<file path="src/rtl/md_unit.sv">
// Iterative multiply/divide unit owning HI/LO.
// Shift-add multiply, restoring divide, W cycles each.
module md_unit #(
  parameter int W = 32
) (
  input  logic         clk,
  input  logic         rst_n,
  input  logic         start,
  input  logic [3:0]   op,
  input  logic [W-1:0] a,
  input  logic [W-1:0] b,
  input  logic         mthi,
  input  logic         mtlo,
  input  logic [W-1:0] wdata,
  input  logic         mfhi,
  input  logic         mflo,
  output logic [W-1:0] rdata,
  output logic [W-1:0] hi,
  output logic [W-1:0] lo,
  output logic         busy,
  output logic         done,
  output logic         dz,
  output logic         stall
);

  localparam int CW = $clog2(W);

  typedef enum logic [1:0] {
    IDLE,
    RUN,
    FIX
  } state_t;

  state_t          state_q, state_d;
  logic [CW-1:0]   cnt_q, cnt_d;
  logic [2*W-1:0]  acc_q, acc_d;
  logic [W-1:0]    m_q, m_d;
  logic            div_q, div_d;
  logic            neg_q, neg_d;
  logic            rneg_q, rneg_d;
  logic            z_q, z_d;
  logic [W-1:0]    hi_q, hi_d;
  logic [W-1:0]    lo_q, lo_d;
  logic            busy_q, busy_d;
  logic            done_q, done_d;
  logic            dz_q, dz_d;

  logic            op_ok, op_div, op_sgn;
  logic            a_neg, b_neg;
  logic [W-1:0]    a_mag, b_mag;
  logic            accept;
  logic [W:0]      mul_sum;
  logic [W:0]      div_trial;
  logic [2*W-1:0]  prod_neg;
  logic [W-1:0]    q_mag, r_mag;

  // Operand decode, magnitudes and per-step arithmetic
  always_comb begin
    op_ok     = (op == 4'd3) || (op == 4'd4) ||
                (op == 4'd5) || (op == 4'd6);
    op_div    = (op == 4'd5) || (op == 4'd6);
    op_sgn    = (op == 4'd3) || (op == 4'd5);
    a_neg     = op_sgn & a[W-1];
    b_neg     = op_sgn & b[W-1];
    a_mag     = a_neg ? -a : a;
    b_mag     = b_neg ? -b : b;
    accept    = (state_q == IDLE) & start & op_ok;
    mul_sum   = {1'b0, acc_q[2*W-1:W]} +
                (acc_q[0] ? {1'b0, m_q} : '0);
    div_trial = acc_q[2*W-1:W-1] - {1'b0, m_q};
    prod_neg  = -acc_q;
    q_mag     = acc_q[W-1:0];
    r_mag     = acc_q[2*W-1:W];
  end

  // Next-state: FSM sequencing, datapath steps, HI/LO writes
  always_comb begin
    state_d = state_q;
    cnt_d   = cnt_q;
    acc_d   = acc_q;
    m_d     = m_q;
    div_d   = div_q;
    neg_d   = neg_q;
    rneg_d  = rneg_q;
    z_d     = z_q;
    hi_d    = hi_q;
    lo_d    = lo_q;
    busy_d  = busy_q;
    done_d  = 1'b0;
    dz_d    = dz_q;
    unique case (state_q)
      IDLE: begin
        if (accept) begin
          m_d     = op_div ? b_mag : a_mag;
          acc_d   = {{W{1'b0}}, op_div ? a_mag : b_mag};
          div_d   = op_div;
          neg_d   = a_neg ^ b_neg;
          rneg_d  = a_neg;
          z_d     = op_div & (b == '0);
          dz_d    = 1'b0;
          cnt_d   = CW'(W - 1);
          busy_d  = 1'b1;
          state_d = (op_div && b == '0) ? FIX : RUN;
        end else begin
          if (mthi) hi_d = wdata;
          if (mtlo) lo_d = wdata;
        end
      end
      RUN: begin
        if (div_q) begin
          if (!div_trial[W])
            acc_d = {div_trial[W-1:0], acc_q[W-2:0], 1'b1};
          else
            acc_d = {acc_q[2*W-2:0], 1'b0};
        end else begin
          acc_d = {mul_sum, acc_q[W-1:1]};
        end
        cnt_d = cnt_q - 1'b1;
        if (cnt_q == '0) state_d = FIX;
      end
      FIX: begin
        state_d = IDLE;
        busy_d  = 1'b0;
        done_d  = 1'b1;
        if (z_q) begin
          hi_d = '1;
          lo_d = '1;
          dz_d = 1'b1;
        end else if (div_q) begin
          lo_d = neg_q ? -q_mag : q_mag;
          hi_d = rneg_q ? -r_mag : r_mag;
        end else begin
          {hi_d, lo_d} = neg_q ? prod_neg : acc_q;
        end
      end
      default: state_d = IDLE;
    endcase
  end

  // State registers; reset aborts any operation in flight
  always_ff @(posedge clk or negedge rst_n) begin
    if (!rst_n) begin
      state_q <= IDLE;
      cnt_q   <= '0;
      acc_q   <= '0;
      m_q     <= '0;
      div_q   <= 1'b0;
      neg_q   <= 1'b0;
      rneg_q  <= 1'b0;
      z_q     <= 1'b0;
      hi_q    <= '0;
      lo_q    <= '0;
      busy_q  <= 1'b0;
      done_q  <= 1'b0;
      dz_q    <= 1'b0;
    end else begin
      state_q <= state_d;
      cnt_q   <= cnt_d;
      acc_q   <= acc_d;
      m_q     <= m_d;
      div_q   <= div_d;
      neg_q   <= neg_d;
      rneg_q  <= rneg_d;
      z_q     <= z_d;
      hi_q    <= hi_d;
      lo_q    <= lo_d;
      busy_q  <= busy_d;
      done_q  <= done_d;
      dz_q    <= dz_d;
    end
  end

  // Outputs: read mux has no bypass of same-cycle writes
  always_comb begin
    rdata = mfhi ? hi_q : lo_q;
    hi    = hi_q;
    lo    = lo_q;
    busy  = busy_q;
    done  = done_q;
    dz    = dz_q;
    stall = busy_q & (start | mfhi | mflo | mthi | mtlo);
  end

endmodule

</file>
<file path="config.mk">
export PLATFORM = sky130hd
export DESIGN_NAME = md_unit
export DESIGN_NICKNAME = d
export VERILOG_FILES = /design/src/rtl/md_unit.sv
export SDC_FILE = /design/constraint.sdc
export NUM_CORES = 1
export LEC_CHECK = 0
export ABC_AREA = 1
export CAP_MARGIN = 10
export CORE_MARGIN = 3
export CORE_UTILIZATION = 35
export DETAILED_ROUTE_END_ITERATION = 10
export GPL_TIMING_DRIVEN = 0
export REMOVE_ABC_BUFFERS = 1
export SKIP_CTS_REPAIR_TIMING = 1
export SLEW_MARGIN = 20
export SYNTH_ARGS = -nofsm -noshare
export SYNTH_HDL_FRONTEND = slang
export SYNTH_SLANG_ARGS = --single-unit
</file>
<file path="constraint.sdc">
create_clock -name clk -period 2.3 [get_ports clk]
set_input_delay 0.46 -clock clk [delete_from_list [all_inputs] [get_ports clk]]
set_output_delay 0.46 -clock clk [all_outputs]
set_load 0.005 [all_outputs]
</file>
* Word level (Yosys, flattened, before mapping)
Index checks and enable logic that the tools add are counted.
** Cells by class
- Add/subtract/negate cells :: 8
- Equal/unequal tests :: 12
- Mux-type cells :: 35
- Bitwise gates (word level) :: 11
- Reduce and logical (&&, ||, !) cells :: 18
** Operator list (number)
- $mux W32 :: 16
- $mux W64 :: 4
- $neg A32 Y32 :: 4
- $pmux W32 S2 :: 2
- $pmux W64 S2 :: 1
- $neg A64 Y64 :: 1
- $add A32 B32 Y33 :: 1
- $sub A33 B32 Y33 :: 1
- $logic_not A32 Y1 :: 1
- $eq A4 B3 Y1 const B :: 3
- $ne A2 B2 Y1 const B :: 6
- $pmux W5 S2 :: 1
- $reduce_and A3 Y1 :: 3
- $reduce_and A2 Y1 :: 4
- $and A1 B1 Y1 :: 6
- $mux W2 :: 3
- $logic_not A5 Y1 :: 1
- $logic_or A1 B1 Y1 :: 5
- $mux W5 :: 1
- $sub A5 B1 Y5 const B :: 1
- $eq A4 B2 Y1 const B :: 1
- $mux W1 :: 4
- $or A1 B1 Y1 :: 4
- $pmux W1 S2 :: 2
- 7 further kinds :: 8
** Word-level totals
- Register bits :: 174
- Input port bits :: 107
- Output and inout bits :: 100
- Word-level logic and storage cells :: 97

* Longest topological paths before layout
Gate-level depths: netlist of run 1.
- Depth after elaboration :: 7
- Gate-level depth with buffers :: 20
- Gate-level depth less buffers :: 18

* Worst setup path after synthesis of run 1
Ideal clock, no wire load.
- Path kind :: flip-flop to flip-flop
- From :: register acc_q[0]
- To :: register acc_q[59]
- Library setup time :: 117 ps
- Data arrival time :: 2436 ps
- Data required time :: 2183 ps
- Slack :: -252 ps
- Stages on the path, launching flop included :: 20
- Buffers on the path :: 2
- Period minus slack after synthesis :: 2552 ps
- Cells stage by stage :: dfrtp_1 -> buf_2 -> clkbuf_1 -> nand2_1 -> inv_1 -> ha_1 -> inv_1 -> fa_1 -> o21ai_1 -> nand2_1 -> nand2_1 -> nand2_1 -> nand2_1 -> nand2_1 -> nand3_1 -> nand2_1 -> nor2_1 -> nor2_1 -> nand2_1 -> nand2_1
** On the way
- Word-level cells in the longest chain between the ends :: 4
** RTL lines
- start, declared :: line 36 : logic [2*W-1:0] acc_q, acc_d;
- start signal, assigned :: line 145 : acc_q <= '0;
- start signal, assigned :: line 159 : acc_q <= acc_d;
- $mux W32 :: line 69 : (acc_q[0] ? {1'b0, m_q} : '0);
- $add A32 B32 Y33 :: line 68 : mul_sum = {1'b0, acc_q[2*W-1:W]} +
- $mux W64 :: line 110 : if (div_q) begin
- $pmux W64 S2 :: line 91 : unique case (state_q)
Every way passes these cells.
A chain may end at the register's enable or synchronous reset.

* Worst setup path in the final report of run 1
- From :: register acc_q[0]
- To :: register acc_q[44]
The elaborated chain is that of the path after synthesis.

==> qor.txt, run 1 <==
=====================================================================================
Result of the run ...................................................... complete, but fails checks
Violations in the final reports ........................................ negative setup slack
Final worst setup slack ................................................      -275 ps
Power density normalized to cell area ..................................  1680 nW/µm²
Slowest stage cell, crit path ..........................................      dfrtp_4
I/O pin cnt ............................................................          207
Hold Crit Endpoint .....................................................     cnt_q[0]
FF+latch count, synth ..................................................          174
Hold path start ........................................................     cnt_q[0]
Total of endpoints with negative setup slack in the final report .......           65
Post-Route WL ..........................................................      86.5 mm
Final worst clock skew .................................................      22.3 ps
Crit path buf inv count ................................................            4
Post-route design area .................................................    26600 µm²
CTS sink count .........................................................          174
Hold Violations, Final .................................................            0
GP Congestion ..........................................................        0.997
Most frequent standard cell in the layout excluding fill and tap cells .      nand2_1
Maximum clock path buffer count ........................................            2
Largest net degree at the start of global routing ......................           92
Type of element launching the critical path ............................     register
Type of the most critical hold path ....................................   reg -> reg
Routed Antenna Nets ....................................................            0
Area growth from synthesis to layout ...................................        41.8%
P_sw ...................................................................      24.9 mW
Clock transition at the registers of the reported paths ................        80 ps
Unrepaired setup endpoints after global routing ........................          yes
First-pass GRT wire length .............................................       115 mm
Portion of the post-synthesis area used by sequential elements .........        23.2%
Worst hold margin ......................................................       499 ps
Number of global-route vias before repair ..............................        19.2k
Maximum resistive drop on vdd ..........................................       940 µV
Synth warnings .........................................................            0
Most numerous cell on the critical path ................................      nand2_4
Core Region ............................................................    52900 µm²
Clock tree from TritonCTS ..............................................        built
Max FO, Critical Path ..................................................            8
Finished Core Util .....................................................        50.4%
Number of enable flip-flop cells after synthesis .......................            0
Reg2reg end ............................................................    acc_q[44]
GRT overflow ...........................................................            0
Final layout net count .................................................         3747
Detailed-route vias per instance .......................................         5.48
Relative slew margins ..................................................        23.1%
Initial antenna violation count ........................................            1
Largest stage delay, worst path ........................................       550 ps
Final Cycle Share ......................................................         112%
Share of power burned in combinational logic ...........................        77.7%
Layout cell share with drive strength beyond 1 .........................        21.6%
Highest Clock Rate .....................................................      388 MHz
Hold Path Cell Cnt .....................................................            1
Synth cell types .......................................................           54
Period minus WS final ..................................................      2570 ps
Clock tree root buffer cell ............................................    clkbuf_16
# rows .................................................................           84
CP cell instances ...................................................... buf_8, clkbuf_16, nand2_4, inv_4, ha_4, a21oi_4, o21bai_1, a21oi_1, nand2_4, buf_12, xor2_4, nor2_2, nor2_1, o21ai_1, nand2_1
DPL Wire Length ........................................................      61.3 mm
Die Width ..............................................................       238 µm
Cell Area, Synth .......................................................    18800 µm²
Iteration count of the initial detailed-routing pass ...................            8
Initial cell density of the core .......................................        35.5%
Per-cell routed wire length ............................................      20.3 µm
Setup total negative slack .............................................     -9630 ps
DRC violations left ....................................................            0
Category of the most critical setup path ...............................   reg -> reg
Worst setup EP type ....................................................     register
Most frequent cells in the layout ...................................... nand2_1, inv_1, nor2_1
Initial DRC Count ......................................................         2770
Number of buffers inserted during clock tree synthesis .................           17
Startpoint of the worst-slack reg-to-reg timing path ...................     acc_q[0]
Slew @ Worst Pin .......................................................      1150 ps
Internal Power .........................................................      19.8 mW
Antenna fix cells ......................................................            0
Fraction of registers with async set or reset after synthesis ..........         100%
Filler instances .......................................................         5231
Path depth of the worst reg2reg path ...................................           15
Switching part of the total ............................................        55.7%
Worst skew pair latency ................................................       510 ps
Predominant post-synthesis flop cell ...................................      dfrtp_1
CP delay by family, top ................................................ compound AO/OA/AOI/OAI gates
Clk network pwr share ..................................................         6.8%
Total cell area at the placement stage .................................    21500 µm²
Seq pwr share ..........................................................        15.4%
Endpoint required time on the critical path ............................      2690 ps
Total number of vias ...................................................        23.4k
Flop2flop setup slack ..................................................      -270 ps
Number of slew-limit violations in the final report ....................            0
Port Buf Inserts .......................................................          206
CTS H-tree depth .......................................................            4
DIE AREA ...............................................................    56500 µm²
Die height .............................................................       238 µm
Mean area per synthesized cell .........................................     5.79 µm²
Overall track demand over capacity in global routing ...................        26.4%
Worst path arrival time ................................................      2960 ps
Post-Syn Instances .....................................................         3242
Leakage power figure ...................................................      12.6 nW
Max capacitance violation total ........................................            0
=====================================================================================
-- cells in the mapped netlist (3+ instances only) --
cell type	number	area, µm²
a21o_1	5	37.5
a21oi_1	166	831
a22oi_1	12	90.1
and2_1	3	18.8
buf_1	8	30.0
buf_2	25	125
buf_6	9	101
clkbuf_1	64	240
dfrtp_1	174	4350
ha_1	70	876
inv_1	445	1670
inv_2	12	45.0
nand2_1	1023	3840
nand2_2	5	31.3
nand2_4	5	56.3
nand3_1	331	1660
nand3_2	14	140
nand3b_1	11	82.6
nand4_1	51	319
nor2_1	354	1330
nor2_2	9	56.3
nor2_4	3	33.8
nor3_1	31	155
nor4_1	4	25.0
o211ai_1	34	255
o21ai_0	185	926
o21ai_1	32	160
o21ai_2	7	61.3
o21bai_1	13	97.6
o221ai_1	6	52.6
o22ai_1	11	68.8
o311ai_1	3	26.3
or2_2	21	131
xnor2_1	13	114
xor2_1	57	499
-- per-stage QoR --
step | power (mW) | instances | setup slack (ps)
2_1_floorplan | 22.3 | 3134 | -1440
3_3_place_gp | 29.7 | 4028 | -7010
3_5_place_dp | 31.4 | 4040 | -1850
4_1_cts | 34.6 | 4072 | -1310
5_1_grt | 47.7 | 4269 | -388
6_report | 44.7 | 4269 | -275
-- metal layers --
metal	GRT usage (%)	share of wire, %	vias to the layer above
met5	0	0.015	-
met4	9.14	5.3	2
met3	4.32	9.0	215
met2	39.1	43	1155
met1	38.8	43	10890
li1	-	-	11119
-- cell families (layout without fill, tap and decap cells) --
logic type | count (synthesis) | count (layout) | share of synthesized area (%)
xor gates and xnor gates | 70 | 70 | 3.26
AOI/OAI and AO/OA | 493 | 494 | 14.8
buffers and inverters | 567 | 892 | 11.9
DFF | 174 | 174 | 23.2
adders and majority gates | 72 | 72 | 4.88
and+or+nand+nor | 1866 | 1879 | 42.0
-- layout make-up --
| type | instances | area [µm²] | area share [%] |
|---|---|---|---|
| clock inverters | 14 | 153 | 0.573 |
| clock buffers | 18 | 439 | 1.65 |
| multi-input cells | 2515 | 14900 | 56.1 |
| well taps | 688 | 861 | 3.23 |
| repair inverters | 4 | 31.3 | 0.117 |
| repair buffers | 397 | 3990 | 15.0 |
| flip-flops and latches | 174 | 4410 | 16.6 |
| inverters | 459 | 1810 | 6.80 |
-- sequential cells by signal, summed over array words and instances, names as in the netlist, 2 cells and up --
| signal | count |
|---|---|
| acc_q | 64 |
| m_q | 32 |
| state_q | 2 |
| cnt_q | 5 |
| hi | 32 |
| lo | 32 |
-- worst register-to-register path, cell delays in order, from the launching register on --
cell	delay, ps
dfrtp_4	550
buf_8	170
clkbuf_16	190
nand2_4	70
inv_4	50
ha_4	180
a21oi_4	190
o21bai_1	130
a21oi_1	230
nand2_4	110
buf_12	140
xor2_4	150
nor2_2	100
nor2_1	40
o21ai_1	100
nand2_1	60
-- worst max-delay path by stage --
| stage | end | depth (start not counted) | start |
|---|---|---|---|
| detailed placement | m_q[26] | 13 | op[0] |
| finish | acc_q[44] | 15 | acc_q[0] |
| global placement | m_q[30] | 1 | rst_n |
| floorplan | hi[16] | 7 | div_q |
| global route | acc_q[56] | 14 | acc_q[0] |
| CTS | m_q[26] | 13 | op[0] |
-- power by group through the flow --
stage / clock network (mW) / logic [mW] / registers (mW)
2_1_floorplan: 0 / 16.1 / 6.15
3_3_place_gp: 0 / 22.6 / 7.19
3_5_place_dp: 0 / 24.4 / 7.04
4_1_cts: 3.09 / 24.5 / 6.98
5_1_grt: 3.21 / 37.4 / 7.06
6_report: 3.06 / 34.7 / 6.90
(Power assumes the default switching activity.)
==> run 2, diff against run 1 <==
SETUP_SLACK_MARGIN = 0.05   (was default)
==> run 2 against run 1 <==
The flow still finishes with violations (negative setup slack). Final area decreased by 0.69%. Routed wire length decreased by 0.99%. Total power decreased by 1.4%. Hold slack improved by 2.0 ps. Via count decreased by 0.35%. Critical path depth increased by 1. Critical path type unchanged. Critical endpoint unchanged. Largest cell class unchanged. Largest power group unchanged.
==> qor.txt, run 2 (synthesis results as in run 1) <==
=====================================================================================
Final worst clock skew .................................................      27.0 ps   +4.77 ps
Total of endpoints with negative setup slack in the final report .......           59   -9.2%
Path depth of the worst reg2reg path ...................................           16   +1
Max capacitance violation total ........................................            0   unchanged
Iteration count of the initial detailed-routing pass ...................            6   -2
CTS H-tree depth .......................................................            4   unchanged
Max FO, Critical Path ..................................................            6   -2
Initial antenna violation count ........................................            0   -1
Highest Clock Rate .....................................................      382 MHz   -1.6%
DRC violations left ....................................................            0   unchanged
Maximum resistive drop on vdd ..........................................       942 µV   +0.24%
Unrepaired setup endpoints after global routing ........................          yes
Final Cycle Share ......................................................         114%   +1.8 points
Clock tree from TritonCTS ..............................................        built
Worst path arrival time ................................................      2990 ps   +30 ps
Type of the most critical hold path ....................................   reg -> reg
CTS sink count .........................................................          174   unchanged
Initial DRC Count ......................................................         2700   -2.5%
Startpoint of the worst-slack reg-to-reg timing path ...................     acc_q[0]
Seq pwr share ..........................................................        15.7%   +0.3 points
Overall track demand over capacity in global routing ...................        26.4%   unchanged
CP delay by family, top ................................................ simple AND/OR/NAND/NOR gates
GP Congestion ..........................................................        0.997   unchanged
Post-Route WL ..........................................................      85.6 mm   -0.99%
Period minus WS final ..................................................      2620 ps   +40.6 ps
Crit path buf inv count ................................................            3   -1
Hold Path Cell Cnt .....................................................            1   unchanged
Hold Violations, Final .................................................            0   unchanged
Result of the run ...................................................... complete, but fails checks
GRT overflow ...........................................................            0   unchanged
Post-placement setup slack .............................................     -1850 ps   unchanged
Worst setup EP type ....................................................     register
Clock tree root buffer cell ............................................    clkbuf_16
Endpoint required time on the critical path ............................      2680 ps   about the same
Area growth from synthesis to layout ...................................        40.8%
Per-cell routed wire length ............................................      20.1 µm   -0.78%
Die Width ..............................................................       238 µm   unchanged
Antenna fix cells ......................................................            0   unchanged
Type of element launching the critical path ............................     register
Detailed-route vias per instance .......................................         5.47   -0.14%
Die height .............................................................       238 µm   unchanged
Most frequent cells in the layout ...................................... nand2_1, inv_1, nor2_1
Slew @ Worst Pin .......................................................      1170 ps   +17.3 ps
Slowest stage cell, crit path ..........................................      dfrtp_4
Switching part of the total ............................................        55.8%   +0.087 points
I/O pin cnt ............................................................          207   unchanged
Clock transition at the registers of the reported paths ................        80 ps   about the same
Flop2flop setup slack ..................................................      -320 ps   -40 ps
P_sw ...................................................................      24.6 mW   -1.2%
Final layout net count .................................................         3738   -0.24%
Internal Power .........................................................      19.5 mW   -1.6%
Routed Antenna Nets ....................................................            0   unchanged
Hold path start ........................................................     cnt_q[0]
DIE AREA ...............................................................    56500 µm²   unchanged
DPL Wire Length ........................................................      61.3 mm   unchanged
Largest stage delay, worst path ........................................       550 ps   about the same
Core Region ............................................................    52900 µm²   unchanged
CP cell instances ...................................................... buf_6, nand2_1, inv_1, ha_4, a21oi_2, o21ai_4, nand2_2, nand2_2, nand2_1, nand2_4, buf_12, xor2_4, nor2_2, nor2_1, o21ai_1, nand2_1
Hold Crit Endpoint .....................................................     cnt_q[0]
Worst skew pair latency ................................................       510 ps   about the same
# rows .................................................................           84   unchanged
Final worst setup slack ................................................      -315 ps   -40.6 ps
First-pass GRT wire length .............................................       115 mm   unchanged
Total number of vias ...................................................        23.3k   -0.35%
Largest register by flop count .........................................        acc_q
Category of the most critical setup path ...............................   reg -> reg
Flip-flop count of the largest register after layout ...................           64   unchanged
Most frequent standard cell in the layout excluding fill and tap cells .      nand2_1
Number of global-route vias before repair ..............................        19.2k   unchanged
Largest net degree at the start of global routing ......................           92   unchanged
Filler instances .......................................................         5271   +0.76%
Reg2reg end ............................................................    acc_q[44]
Worst hold margin ......................................................       501 ps   +2.03 ps
Clk network pwr share ..................................................         6.9%   about the same
Number of buffers inserted during clock tree synthesis .................           17   unchanged
Power density normalized to cell area ..................................  1670 nW/µm²   -0.69%
Post-route total power .................................................      44.1 mW   -1.4%
Share of power burned in combinational logic ...........................        77.4%   -0.3 points
Violations in the final reports ........................................ negative setup slack
Initial cell density of the core .......................................        35.5%   unchanged
Maximum clock path buffer count ........................................            2   unchanged
Leakage power figure ...................................................      12.6 nW   -0.63%
Number of slew-limit violations in the final report ....................            0   unchanged
Most numerous cell on the critical path ................................      nand2_1
Relative slew margins ..................................................        21.9%   -1.2 points
Layout cell share with drive strength beyond 1 .........................        21.1%   -0.42 points
Port Buf Inserts .......................................................          206   unchanged
=====================================================================================
==> run 2: changes by cell type in the layout (fill, tap and decap cells not counted), sizes merged <==
cell | previous run | this run
clkdlybuf4s50 | 200 | 197
clkinv | 11 | 10
clkbuf | 25 | 24
inv | 456 | 457
nand2 | 1042 | 1043
dlymetal6s2s | 4 | 7
buf | 185 | 176
==> run 2: power by group through the flow <==
stage | clock (mW) | combinational (mW) | sequential, mW
final | 3.04 | 34.1 | 6.91
after floorplan | 0 | 16.1 | 6.15
after global placement | 0 | 22.6 | 7.19
after detailed placement | 0 | 24.4 | 7.04
after global routing | 3.20 | 36.7 | 7.07
after CTS | 3.09 | 24.5 | 6.98
==> run 2: metrics by stage <==
| stage | instance area [µm²] | std cells | TNS, ps | utilization, % |
|---|---|---|---|---|
| after CTS | 22100 | 4072 | -126210 | 41.8 |
| final | 26400 | 4260 | -9990 | 50.0 |
| after detailed placement | 21500 | 4040 | -192220 | 40.7 |
| after global routing | 26400 | 4260 | -15570 | 50.0 |
| after global placement | 21200 | 4028 | -1861640 | 40.1 |
| after floorplan | 18300 | 3134 | -140710 | - |
==> run 2: how the worst max path moves through the flow <==
stage	cells past startpoint	end	slack, ps	start
2_1_floorplan	7	hi[16]	-1440	div_q
3_3_place_gp	1	m_q[30]	-7010	rst_n
3_5_place_dp	13	m_q[26]	-1850	op[0]
4_1_cts	13	m_q[26]	-1310	op[0]
5_1_grt	18	acc_q[52]	-380	acc_q[0]
6_report	16	acc_q[44]	-320	acc_q[0]
==> run 2: worst reg2reg max path: cells and delay by family (launching register included) <==
family | cells | cell delay, ps
buffers and inverters | 3 | 380
adders and majority gates | 1 | 240
and+or+nand+nor | 8 | 630
DFF | 1 | 550
xor gates and xnor gates | 1 | 150
AOI/OAI and AO/OA | 3 | 520
==> run 2: per-layer routing <==
metal	vias to the layer above	wire length [µm]	track usage [%]
met2	1163	36800	39.1
li1	11090	-	-
met3	217	7070	4.32
met5	-	0	0
met4	0	4390	9.14
met1	10829	37400	38.8
==> run 2: layout make-up <==
type	count	area [µm²]	share of cell area (%)
timing repair inverter	4	28.8	0.109
timing repair buffer	387	3920	14.8
multi-input combinational	2516	14800	56.1
clock inverter	14	153	0.577
tap	688	861	3.26
sequential	174	4420	16.7
inverter	459	1800	6.81
clock buffer	18	439	1.66
